File: src/rtl/decode_hazard_scoreboard.sv
// decode_hazard_scoreboard
// Issue controller for the decode stage. It keeps a pending-write counter for
// each architectural register and stalls decode while a source still has an
// uncommitted write. It also serialises issue behind writes to R15 (the PC).
//
// Optional build macro: SCOREBOARD_WB_BYPASS_EN
//   When this macro is defined, a register that is retiring its last
//   in-flight write in the current cycle is treated as already free. This
//   applies to source hazards, to the full check and to the PC_WAIT exit.
//   The register file must therefore write through in that cycle.
module decode_hazard_scoreboard #(
    parameter int NREGS  = 16,
    parameter int ADDR_W = 4,
    parameter int CNT_W  = 2
) (
    input  logic              clk,
    input  logic              reset,
    input  logic              dec_valid,
    input  logic [ADDR_W-1:0] dec_a1,
    input  logic [ADDR_W-1:0] dec_a2,
    input  logic              dec_use_a1,
    input  logic              dec_use_a2,
    input  logic              dec_wr,
    input  logic [ADDR_W-1:0] dec_rd,
    input  logic              wb_valid,
    input  logic [ADDR_W-1:0] wb_a3,
    output logic              stall,
    output logic              issue,
    output logic [NREGS-1:0]  busy,
    output logic              pc_wait,
    output logic              err
);

    localparam logic [CNT_W-1:0]  CNT_MAX = '1;
    localparam logic [CNT_W-1:0]  CNT_ONE = CNT_W'(1);
    localparam logic [ADDR_W-1:0] PC_REG  = ADDR_W'(NREGS - 1);

    typedef enum logic {
        RUN     = 1'b0,
        PC_WAIT = 1'b1
    } state_t;

    state_t            state;
    state_t            state_next;
    logic [CNT_W-1:0]  cnt      [NREGS];
    logic [CNT_W-1:0]  cnt_next [NREGS];
    logic              hazard;
    logic              full;
    logic              run_mode;
    logic              bypass_a1;
    logic              bypass_a2;
    logic              bypass_rd;
    logic              pc_release;
    logic              err_set;

    // Reads of the PC never hazard because the PC value is supplied directly.
    function automatic logic src_hazard(input logic              use_src,
                                        input logic [ADDR_W-1:0] src,
                                        input logic [CNT_W-1:0]  src_cnt,
                                        input logic              bypassed);
        return use_src && (src_cnt != '0) && (src != PC_REG) && !bypassed;
    endfunction

    // Determine which pending writes retire early enough to be bypassed this cycle.
    always_comb begin
`ifdef SCOREBOARD_WB_BYPASS_EN
        bypass_a1  = wb_valid && (wb_a3 == dec_a1) && (cnt[dec_a1] == CNT_ONE);
        bypass_a2  = wb_valid && (wb_a3 == dec_a2) && (cnt[dec_a2] == CNT_ONE);
        bypass_rd  = wb_valid && (wb_a3 == dec_rd);
        pc_release = wb_valid && (wb_a3 == PC_REG) && (cnt[PC_REG] == CNT_ONE);
`else
        bypass_a1  = 1'b0;
        bypass_a2  = 1'b0;
        bypass_rd  = 1'b0;
        pc_release = 1'b0;
`endif
    end

    // Issue decision. The stall and issue outputs are forced low while reset is asserted.
    always_comb begin
        hazard   = src_hazard(dec_use_a1, dec_a1, cnt[dec_a1], bypass_a1) ||
                   src_hazard(dec_use_a2, dec_a2, cnt[dec_a2], bypass_a2);
        full     = dec_wr && (cnt[dec_rd] == CNT_MAX) && !bypass_rd;
        run_mode = (state == RUN) || pc_release;
        issue    = !reset && run_mode && dec_valid && !hazard && !full;
        stall    = !reset && dec_valid && !issue;
    end

    // Next counter values. A retire against an empty counter saturates at zero and raises err.
    always_comb begin
        for (int i = 0; i < NREGS; i++) begin
            logic inc;
            logic dec;
            inc = issue && dec_wr && (dec_rd == ADDR_W'(i));
            dec = wb_valid && (wb_a3 == ADDR_W'(i)) && (cnt[i] != '0);
            cnt_next[i] = cnt[i] + CNT_W'(inc) - CNT_W'(dec);
        end
        err_set = wb_valid && (cnt[wb_a3] == '0);
    end

    // State transition. PC_WAIT is held until the PC counter drains; a new PC write re-enters it.
    always_comb begin
        if (issue && dec_wr && (dec_rd == PC_REG))
            state_next = PC_WAIT;
        else if ((state == PC_WAIT) && (cnt_next[PC_REG] != '0))
            state_next = PC_WAIT;
        else
            state_next = RUN;
    end

    // Register the counters, the FSM state and the sticky error flag.
    always_ff @(posedge clk or posedge reset) begin
        if (reset) begin
            for (int i = 0; i < NREGS; i++) cnt[i] <= '0;
            state <= RUN;
            err   <= 1'b0;
        end else begin
            for (int i = 0; i < NREGS; i++) cnt[i] <= cnt_next[i];
            state <= state_next;
            err   <= err | err_set;
        end
    end

    // The busy vector is derived only from the registered counters.
    always_comb begin
        for (int i = 0; i < NREGS; i++) busy[i] = (cnt[i] != '0);
        pc_wait = (state == PC_WAIT);
    end

endmodule

File: config.mk
export PLATFORM = sky130hd
export DESIGN_NAME = decode_hazard_scoreboard
export DESIGN_NICKNAME = d
export VERILOG_FILES = /design/src/rtl/decode_hazard_scoreboard.sv
export SDC_FILE = /design/constraint.sdc
export NUM_CORES = 1
export LEC_CHECK = 0
export CAP_MARGIN = 20
export CELL_PAD_IN_SITES_DETAIL_PLACEMENT = 1
export CELL_PAD_IN_SITES_GLOBAL_PLACEMENT = 2
export CORE_UTILIZATION = 25
export CTS_CLUSTER_DIAMETER = 120
export DETAILED_ROUTE_END_ITERATION = 16
export GPL_TIMING_DRIVEN = 0
export PLACE_DENSITY = 0.58
export RECOVER_POWER = 50
export SETUP_SLACK_MARGIN = 0.2
export SLEW_MARGIN = 20
export SYNTH_ARGS = -nofsm -noshare
export SYNTH_HDL_FRONTEND = slang
export SYNTH_SLANG_ARGS = --single-unit
File: constraint.sdc
create_clock -name clk -period 6.2 [get_ports clk]
set_input_delay 1.24 -clock clk [delete_from_list [all_inputs] [get_ports clk]]
set_output_delay 1.24 -clock clk [all_outputs]
set_load 0.02 [all_outputs]
-- Yosys cells after proc, flatten, opt, wreduce, memory -nomap -nowiden
Cells that the tools add are included.
- input port bits: 23
- bits in registers: 34
- word-level logic and storage cells: 196
- muxes and demuxes: 14
- bitwise logic cells: 6
- $lt $le $gt $ge: 4
- reduce and logical (&&, ||, !) cells: 89
- add/subtract/negate cells: 32
- equal/unequal tests: 33
- operators by type and width (kind ; number):
    $eq A4 B4 Y1 const B ; 16
    $logic_and A1 B1 Y1 ; 62
    $reduce_bool A2 Y1 ; 19
    $add A2 B1 Y2 ; 16
    $bmux W2 S4 ; 4
    $eq A4 B3 Y1 const B ; 8
    $sub A2 B1 Y2 ; 16
    $ge A5 B5 Y1 const B ; 4
    $not A4 Y5 ; 4
    $eq A4 B2 Y1 const B ; 4
    $mux W2 ; 8
    $eq A4 B1 Y1 const B ; 2
    $logic_not A4 Y1 ; 2
    $ne A4 B4 Y1 const B ; 2
    $logic_not A1 Y1 ; 4
    $eq A2 B2 Y1 const B ; 1
    $logic_not A2 Y1 ; 1
    $mux W1 ; 2
    $logic_or A1 B1 Y1 ; 1
    $not A1 Y1 ; 1
    $or A1 B1 Y1 ; 1

-- Logic depth before layout (Yosys ltp)
Gate-level depths: netlist of the first run.
- depth after elaboration: 19
- gate-level depth with buffers: 15

-- Worst setup path after synthesis of the first run
Ideal clock, no wire load.
- kind: input-to-output
- start: input port dec_a1[2]
- end: output port issue
- path buffers: 2
- arrival time: 2700 ps
- stages: 7
- slack: 2260 ps
- required time: 4960 ps
- path through: buf_4 -> inv_1 -> mux4_2 -> a211oi_1 -> a211o_1 -> buf_6 -> and3_1
- word-level cells in the longest chain between the ends: 11
- elaborated cells on any way between the ends: 12
- RTL lines (item ; RTL line ; source):
    start, declared ; 19 ; input logic [ADDR_W-1:0] dec_a1,
    $not A4 Y5 (implied by the code) ; 81 ; hazard = src_hazard(dec_use_a1, dec_a1, cnt[dec_a1], bypass_a1) ||
    $bmux W2 S4 ; 81 ;
    $mux W2 (implied by the code) (2 in a row) ; 81 ;
    $reduce_bool A2 Y1 ; 61 ; return use_src && (src_cnt != '0) && (src != PC_REG) && !bypassed;
    $logic_and A1 B1 Y1 ; 61 ;
    $logic_and A1 B1 Y1 * ; 61 ;
    $logic_or A1 B1 Y1 * ; 81 ;
    $logic_not A1 Y1 * ; 85 ; issue = !reset && run_mode && dec_valid && !hazard && !full;
    $logic_and A1 B1 Y1 * (2 in a row) ; 85 ;
    end, declared ; 28 ; output logic issue,
Every way passes the cells marked *; elsewhere a longest branch is shown, timed or not. The select of a mux whose other input is x is not followed.

-- Worst setup path after layout of the first run
- start: input port reset
- end: output port issue
- word-level cells in the longest chain between the ends: 5
- RTL lines (item ; RTL line ; source):
    start, declared ; 17 ; input logic reset,
    $logic_not A1 Y1 (no source line) ; n/a ;
    $logic_and A1 B1 Y1 (4 in a row) ; 85 ;
No other way between the ends.

==> results of run 1 <==
-- per-stage QoR --
stage,util [%],power (W)
floorplan,-,0.000817
global placement,30.6,0.00110
detailed placement,30.7,0.00111
CTS,32.0,0.00138
global route,31.9,0.00144
finish,31.9,0.00134
-- power breakdown --
| part | leakage (nW) | switching (W) | internal (W) |
|---|---|---|---|
| sequential | 0.415 | 0.000116 | 0.000324 |
| combinational | 1.15 | 0.000363 | 0.000279 |
| clock | 0.0729 | 0.0000990 | 0.000159 |
| total | 1.64 | 0.000578 | 0.000762 |
-- cells in the final DEF, fill, tap and decap left out, types with 4 or more instances in the layout --
master           count
nand4_2              9
a2111oi_0            6
mux4_2               7
inv_1               35
dfrtp_1             34
nand4_1             11
nand2_1             10
clkdlybuf4s50_1     28
nor4_1               6
clkbuf_16            5
nor2b_1              5
dlygate4sd3_1        9
xnor2_1             32
nand3b_1             6
nor3_1              25
clkbuf_1             6
and3_1              11
ha_1                32
nor2_1              18
nand3_1              5
a21oi_1              4
-- flip-flops by register name (all words and copies together), names as in the netlist --
| register | cells |
|---|---|
| pc_wait | 1 |
| err | 1 |
| cnt | 32 |
-- kinds of logic (layout without fill, tap and decap cells) --
family | after synthesis | in the layout | synth area share, %
DFF | 34 | 34 | 28.8
and+or+nand+nor | 126 | 126 | 27.2
xor gates and xnor gates | 32 | 32 | 9.49
adders and majority gates | 32 | 32 | 13.6
muxes | 9 | 9 | 6.06
AOI/OAI and AO/OA | 25 | 25 | 7.12
buffers and inverters | 51 | 97 | 7.84
-- critical path, delay by kind of cell --
kind / cells / cell delay, ns
AND/OR/NAND/NOR: 4 / 1.44
buffers and inverters: 2 / 1.15
AO/OA/AOI/OAI: 1 / 0.16
-- path summary, 6_finish.rpt --
check / start / end / cells after the start
max reg2reg: cnt[0]$_DFF_PP0_ / pc_wait$_DFF_PP0_ / 15
min in group asynchronous: reset / pc_wait$_DFF_PP0_ / 2
max: reset / issue / 7
max in group asynchronous: reset / cnt[30]$_DFF_PP0_ / 3
min: cnt[23]$_DFF_PP0_ / cnt[23]$_DFF_PP0_ / 1
min reg2reg: cnt[23]$_DFF_PP0_ / cnt[23]$_DFF_PP0_ / 1
-- final cells by class --
class | instances | area share, %
plain buffers | 13 | 2.43
clock buffers | 6 | 3.80
inverters | 38 | 3.90
clock inverters | 2 | 0.342
multi-input cells | 224 | 51.1
well taps | 143 | 4.90
flip-flops and latches | 34 | 23.3
repair buffers | 38 | 10.2
-- routing by layer --
metal  track usage (%)  share of wire, %
met2              26.4                47
met4              4.18              0.81
met1              22.6                49
met5                 0                 0
met3              2.90               3.4
==> impl_metrics.toml, run 1 <==
[die]
rows = 39
coreArea_um2 = 11500
io_pins = 43
die_area_um2 = 12300
die_h_um = 111
initial_utilization_pct = 25.8
die_w_um = 111

[logic_synthesis]
yosysTopAreaCellShare_pct = 28.8
synth_async_sr_flop_share_pct = 100
synth_edf_count = 0
syn_inst = 309
yosys_warnings = 0
synth_flop_cell = "dfrtp_1"
synth_area_leaders = "dfrtp_1 29%, ha_1 14%, xnor2_1 9.5%, mux4_2 5.3%, inv_1 4.4%"
netlist_area_um2 = 2950
synth_common_cells = "35 x inv_1, 34 x dfrtp_1, 32 x ha_1, 32 x xnor2_1, 25 x nor3_1"
synth_seq_cells = 34
syn_nets = 364
avgSynthCellArea_um2 = 9.56
yosysMostFrequentCell = "inv_1"
synth_cell_types = 53
seq_area_frac_synth_pct = 28.8
synth_top_cell_by_area = "dfrtp_1"

[timing]
fin_ws_ns = 0.966
rsz0062_at_grt = "false"
slew-limit-headroom_pct = 9.60
setup_viol = 0
maxSlewViolCount = 0
fin_skew_ns = 0.00659
fin_crit_ns = 5.23
hold_viol = 0
fin_crit_sh_pct = 84.4
hold_ws_ns = 0.497
worst_pin_slew_ns = 1.36
setup_tns_ns = 0
clock.fmax_mhz = 191

[cells_and_area]
diodes = 0
drive_gt1_share_pct = 13.0
fin_nets = 409
n_fill_cell = 1339
regArea_um2 = 851
design_area_um2 = 3650
layout-area-overhead-vs-synth_pct = 23.7
multiInputGateArea_um2 = 1870
stdcell_count = 498

[cts]
cts_hold_buf = 0
cts.htree.levels = 2
postCtsSetupRepairBufs = 0
clk_pin_slew_ns = 0.06
numCtsBuffers = 5
cts_tree = "yes"
cts.sinks = 34
root_buffer = "clkbuf_16"
ctsResizeCount = 0
insertion_delay_ns = 0.28
clock_path_buffers = 2

[place]
dp.cells = 490
gp_congestion = 0.774
hpwl_um = 7660
place_ws_ns = 0.985
io_buffers = 37
dpl-instance-area_um2 = 3520

[min_path]
holdCritPathClass = "register to register"

[setup_path]
path_cells = "dlygate4sd3_1 -> or2b_2 -> nor2_1 -> o41ai_2 -> nor4b_4 -> and3_1 -> clkdlybuf4s50_1"
cp.arrival_ns = 3.99
cpMaxStageDelayCell = "nor4b_4"
endpoint_kind = "output port"
cp_max_fo = 10
critPathKind = "primary input to output port"
startpoint_type = "primary input"
crit_path_max_incr_delay_ns = 0.63
required_ns = 4.96
r2r_slack_ns = 2.70

[global_routing]
grt_max_degree = 24
grt_usage_pct = 16.4
grt_pass1_vias = 2694
grt_pass1_wl_um = 15300
antenna_found_initial = 0
overflow = 0

[drt]
firstDrtPassIters = 4
routed_wl_um = 9520
wl_per_cell_um = 19.1
ant_nets = 0
via_count = 2491
drt-initial-drc-count = 54
drc_errors = 0
vias_per_cell = 5.00

[power]
power_per_cell_area_nw_per_um2 = 367
leakage_nw = 1.64
ir_drop_mv = 0.154

[job]
drv_cap = 0

[outcome]
status = "complete, no violations"
Note: power is estimated with default switching activity, not from simulation.
==> run 2: changes to the inputs <==
--- a/config.mk
+++ b/config.mk
@@ -12,7 +12,7 @@
 export CTS_CLUSTER_DIAMETER = 120
 export DETAILED_ROUTE_END_ITERATION = 16
 export GPL_TIMING_DRIVEN = 0
-export PLACE_DENSITY = 0.58
+export PLACE_DENSITY = 0.6
 export RECOVER_POWER = 50
 export SETUP_SLACK_MARGIN = 0.2
 export SLEW_MARGIN = 20
==> constraint.sdc (replaced) <==
create_clock -name clk -period 4.5 [get_ports clk]
set_input_delay 0.9 -clock clk [delete_from_list [all_inputs] [get_ports clk]]
set_output_delay 0.9 -clock clk [all_outputs]
set_load 0.02 [all_outputs]
==> run 2 against run 1 <==
Net effect:
- the run now ends with capacitance limit left
- combinational power grew 39%
- global-route usage grew 0.71 points
- largest cell class unchanged
- largest power group unchanged
- worst setup slack lost 0.66 ns
- flip-flop and latch count is the same
==> impl_metrics.toml, run 2 (synthesis gave the netlist of run 1 again) <==
[timing]
fin_skew_ns = 0.00340
maxSlewViolCount = 0
fin_crit_sh_pct = 93.3
slew-limit-headroom_pct = 0.347
hold_viol = 0
worst_pin_slew_ns = 1.49
setup_viol = 0
setup_tns_ns = 0
hold_ws_ns = 0.495
rsz0062_at_grt = "false"
fin_crit_ns = 4.20
clock.fmax_mhz = 238

[cells_and_area]
layout_commonest_cell = "inv_1"
fin_nets = 411
regArea_um2 = 851
drive_gt1_share_pct = 13.4
multiInputGateArea_um2 = 1870
layout_common_cells = "35 x inv_1, 34 x dfrtp_1, 32 x xnor2_1, 32 x ha_1, 25 x nor3_1"
largest_reg_flops = 32
regMostFlops = "cnt"
n_fill_cell = 1326
diodes = 0
fin_util_pct = 32.2
layout-area-overhead-vs-synth_pct = 25.1

[setup_path]
required_ns = 3.60
r2r_slack_ns = 0.86
worst-r2r-cell-count = 15
endpoint_kind = "output port"
startpoint_type = "primary input"
r2r-start = "cnt[2]$_DFF_PP0_"
crit_start = "reset"
crit_end = "issue"
critPathKind = "primary input to output port"
r2r-end = "pc_wait$_DFF_PP0_"
cp.arrival_ns = 3.30
cp_max_fo = 4

[power]
swShare_pct = 42.6
seqPwrFrac_pct = 31.9
power_per_cell_area_nw_per_um2 = 515
switchingPower_w = 0.000810
p_int_w = 0.00109
clockPowerShare_pct = 21.2
leakage_nw = 1.69
ir_drop_mv = 0.224
combPwrFrac_pct = 46.9

[drt]
vias_per_cell = 5.13
drt-initial-drc-count = 104
routed_wl_um = 9640
via_count = 2564
firstDrtPassIters = 4
drc_errors = 0
wl_per_cell_um = 19.3
ant_nets = 0

[job]
drv_cap = 1

[cts]
cts_tree = "yes"
cts.htree.levels = 2
cts.sinks = 34
clk_pin_slew_ns = 0.06
cts_hold_buf = 0
numCtsBuffers = 5
insertion_delay_ns = 0.29
root_buffer = "clkbuf_16"
clock_path_buffers = 2

[place]
io_buffers = 37
gp_congestion = 0.825
hpwl_um = 7610

[global_routing]
globalRouteMet2Util_pct = 27.5
grt_pass1_wl_um = 15900
grt.met3_usage_pct = 3.12
antenna_found_initial = 0
overflow = 0
grt_max_degree = 25
grt_util_met1_pct = 23.3
busiest_layer = "met2"
grt_pass1_vias = 2769
grt_usage_pct = 17.1

[outcome]
status = "finished, violations left"
violations = "capacitance limit"

[die]
initial_utilization_pct = 25.8
die_h_um = 111
die_area_um2 = 12300
die_w_um = 111
rows = 39
io_pins = 43
coreArea_um2 = 11500

[min_path]
holdCritPathClass = "register to register"
run 2: changes by cell type in the layout (fill, tap and decap cells not counted):
cell / previous run / this run
bufinv_16: 0 / 1
clkinv_2: 1 / 0
dlymetal6s2s_1: 0 / 4
clkbuf_8: 2 / 1
buf_4: 1 / 3
buf_2: 3 / 4
clkdlybuf4s50_1: 28 / 24
run 2: worst min-delay path by stage:
stage	startpoint	to	slack [ns]	cells past startpoint
after global routing	cnt[17]$_DFF_PP0_	cnt[17]$_DFF_PP0_	0.52	1
after global placement	cnt[17]$_DFF_PP0_	cnt[17]$_DFF_PP0_	0.48	1
after floorplan	cnt[23]$_DFF_PP0_	cnt[23]$_DFF_PP0_	0.47	1
after CTS	cnt[17]$_DFF_PP0_	cnt[17]$_DFF_PP0_	0.50	1
after detailed placement	cnt[17]$_DFF_PP0_	cnt[17]$_DFF_PP0_	0.49	1
final	cnt[17]$_DFF_PP0_	cnt[17]$_DFF_PP0_	0.50	1
run 2: layout make-up:
| type | count | area share [%] |
|---|---|---|
| buffer | 13 | 2.44 |
| clock buffer | 6 | 3.49 |
| clock inverter | 2 | 1.02 |
| inverter | 38 | 3.86 |
| multi-input combinational | 224 | 50.5 |
| sequential | 34 | 23.0 |
| tap | 143 | 4.84 |
| timing repair buffer | 40 | 10.8 |
run 2: per-stage QoR:
stage / total power [W] / instances / instance area, um2 / setup slack [ns]
after floorplan: 0.00113 / 309 / 2950 / 0.984
after global placement: 0.00151 / 489 / 3500 / -0.0852
after detailed placement: 0.00154 / 490 / 3520 / -0.0407
after CTS: 0.00196 / 500 / 3710 / 0.128
after global routing: 0.00204 / 500 / 3690 / 0.132
final: 0.00190 / 500 / 3690 / 0.303
run 2: power groups by stage:
stage               clock, W  sequential [W]  combinational, W
floorplan                  0        0.000574          0.000551
global placement           0        0.000607          0.000901
detailed placement         0        0.000618          0.000917
CTS                 0.000419        0.000612          0.000924
global route        0.000428        0.000636          0.000978
finish              0.000404        0.000608          0.000892
run 2: timing repair:
item / in CTS / in global routing
setup buffers: 2 / 0
pin swaps: 1 / 0
endpoints found under the setup margin: 2 / 2
resized for setup: 1 / 5
run 2: critical path, cell delays in order:
cell             delay (ns)
dlygate4sd3_1          0.55
or2b_2                 0.30
nor2_1                 0.24
o41ai_2                0.15
nor4b_4                0.21
buf_4                  0.18
and3_1                 0.16
clkdlybuf4s50_1        0.60
run 2: layer usage:
metal  share of wire (%)  up-vias
met5                   0        -
met4                 1.2        0
met3                 3.8        7
met2                  46       59
met1                  49     1285
li1                    -     1213
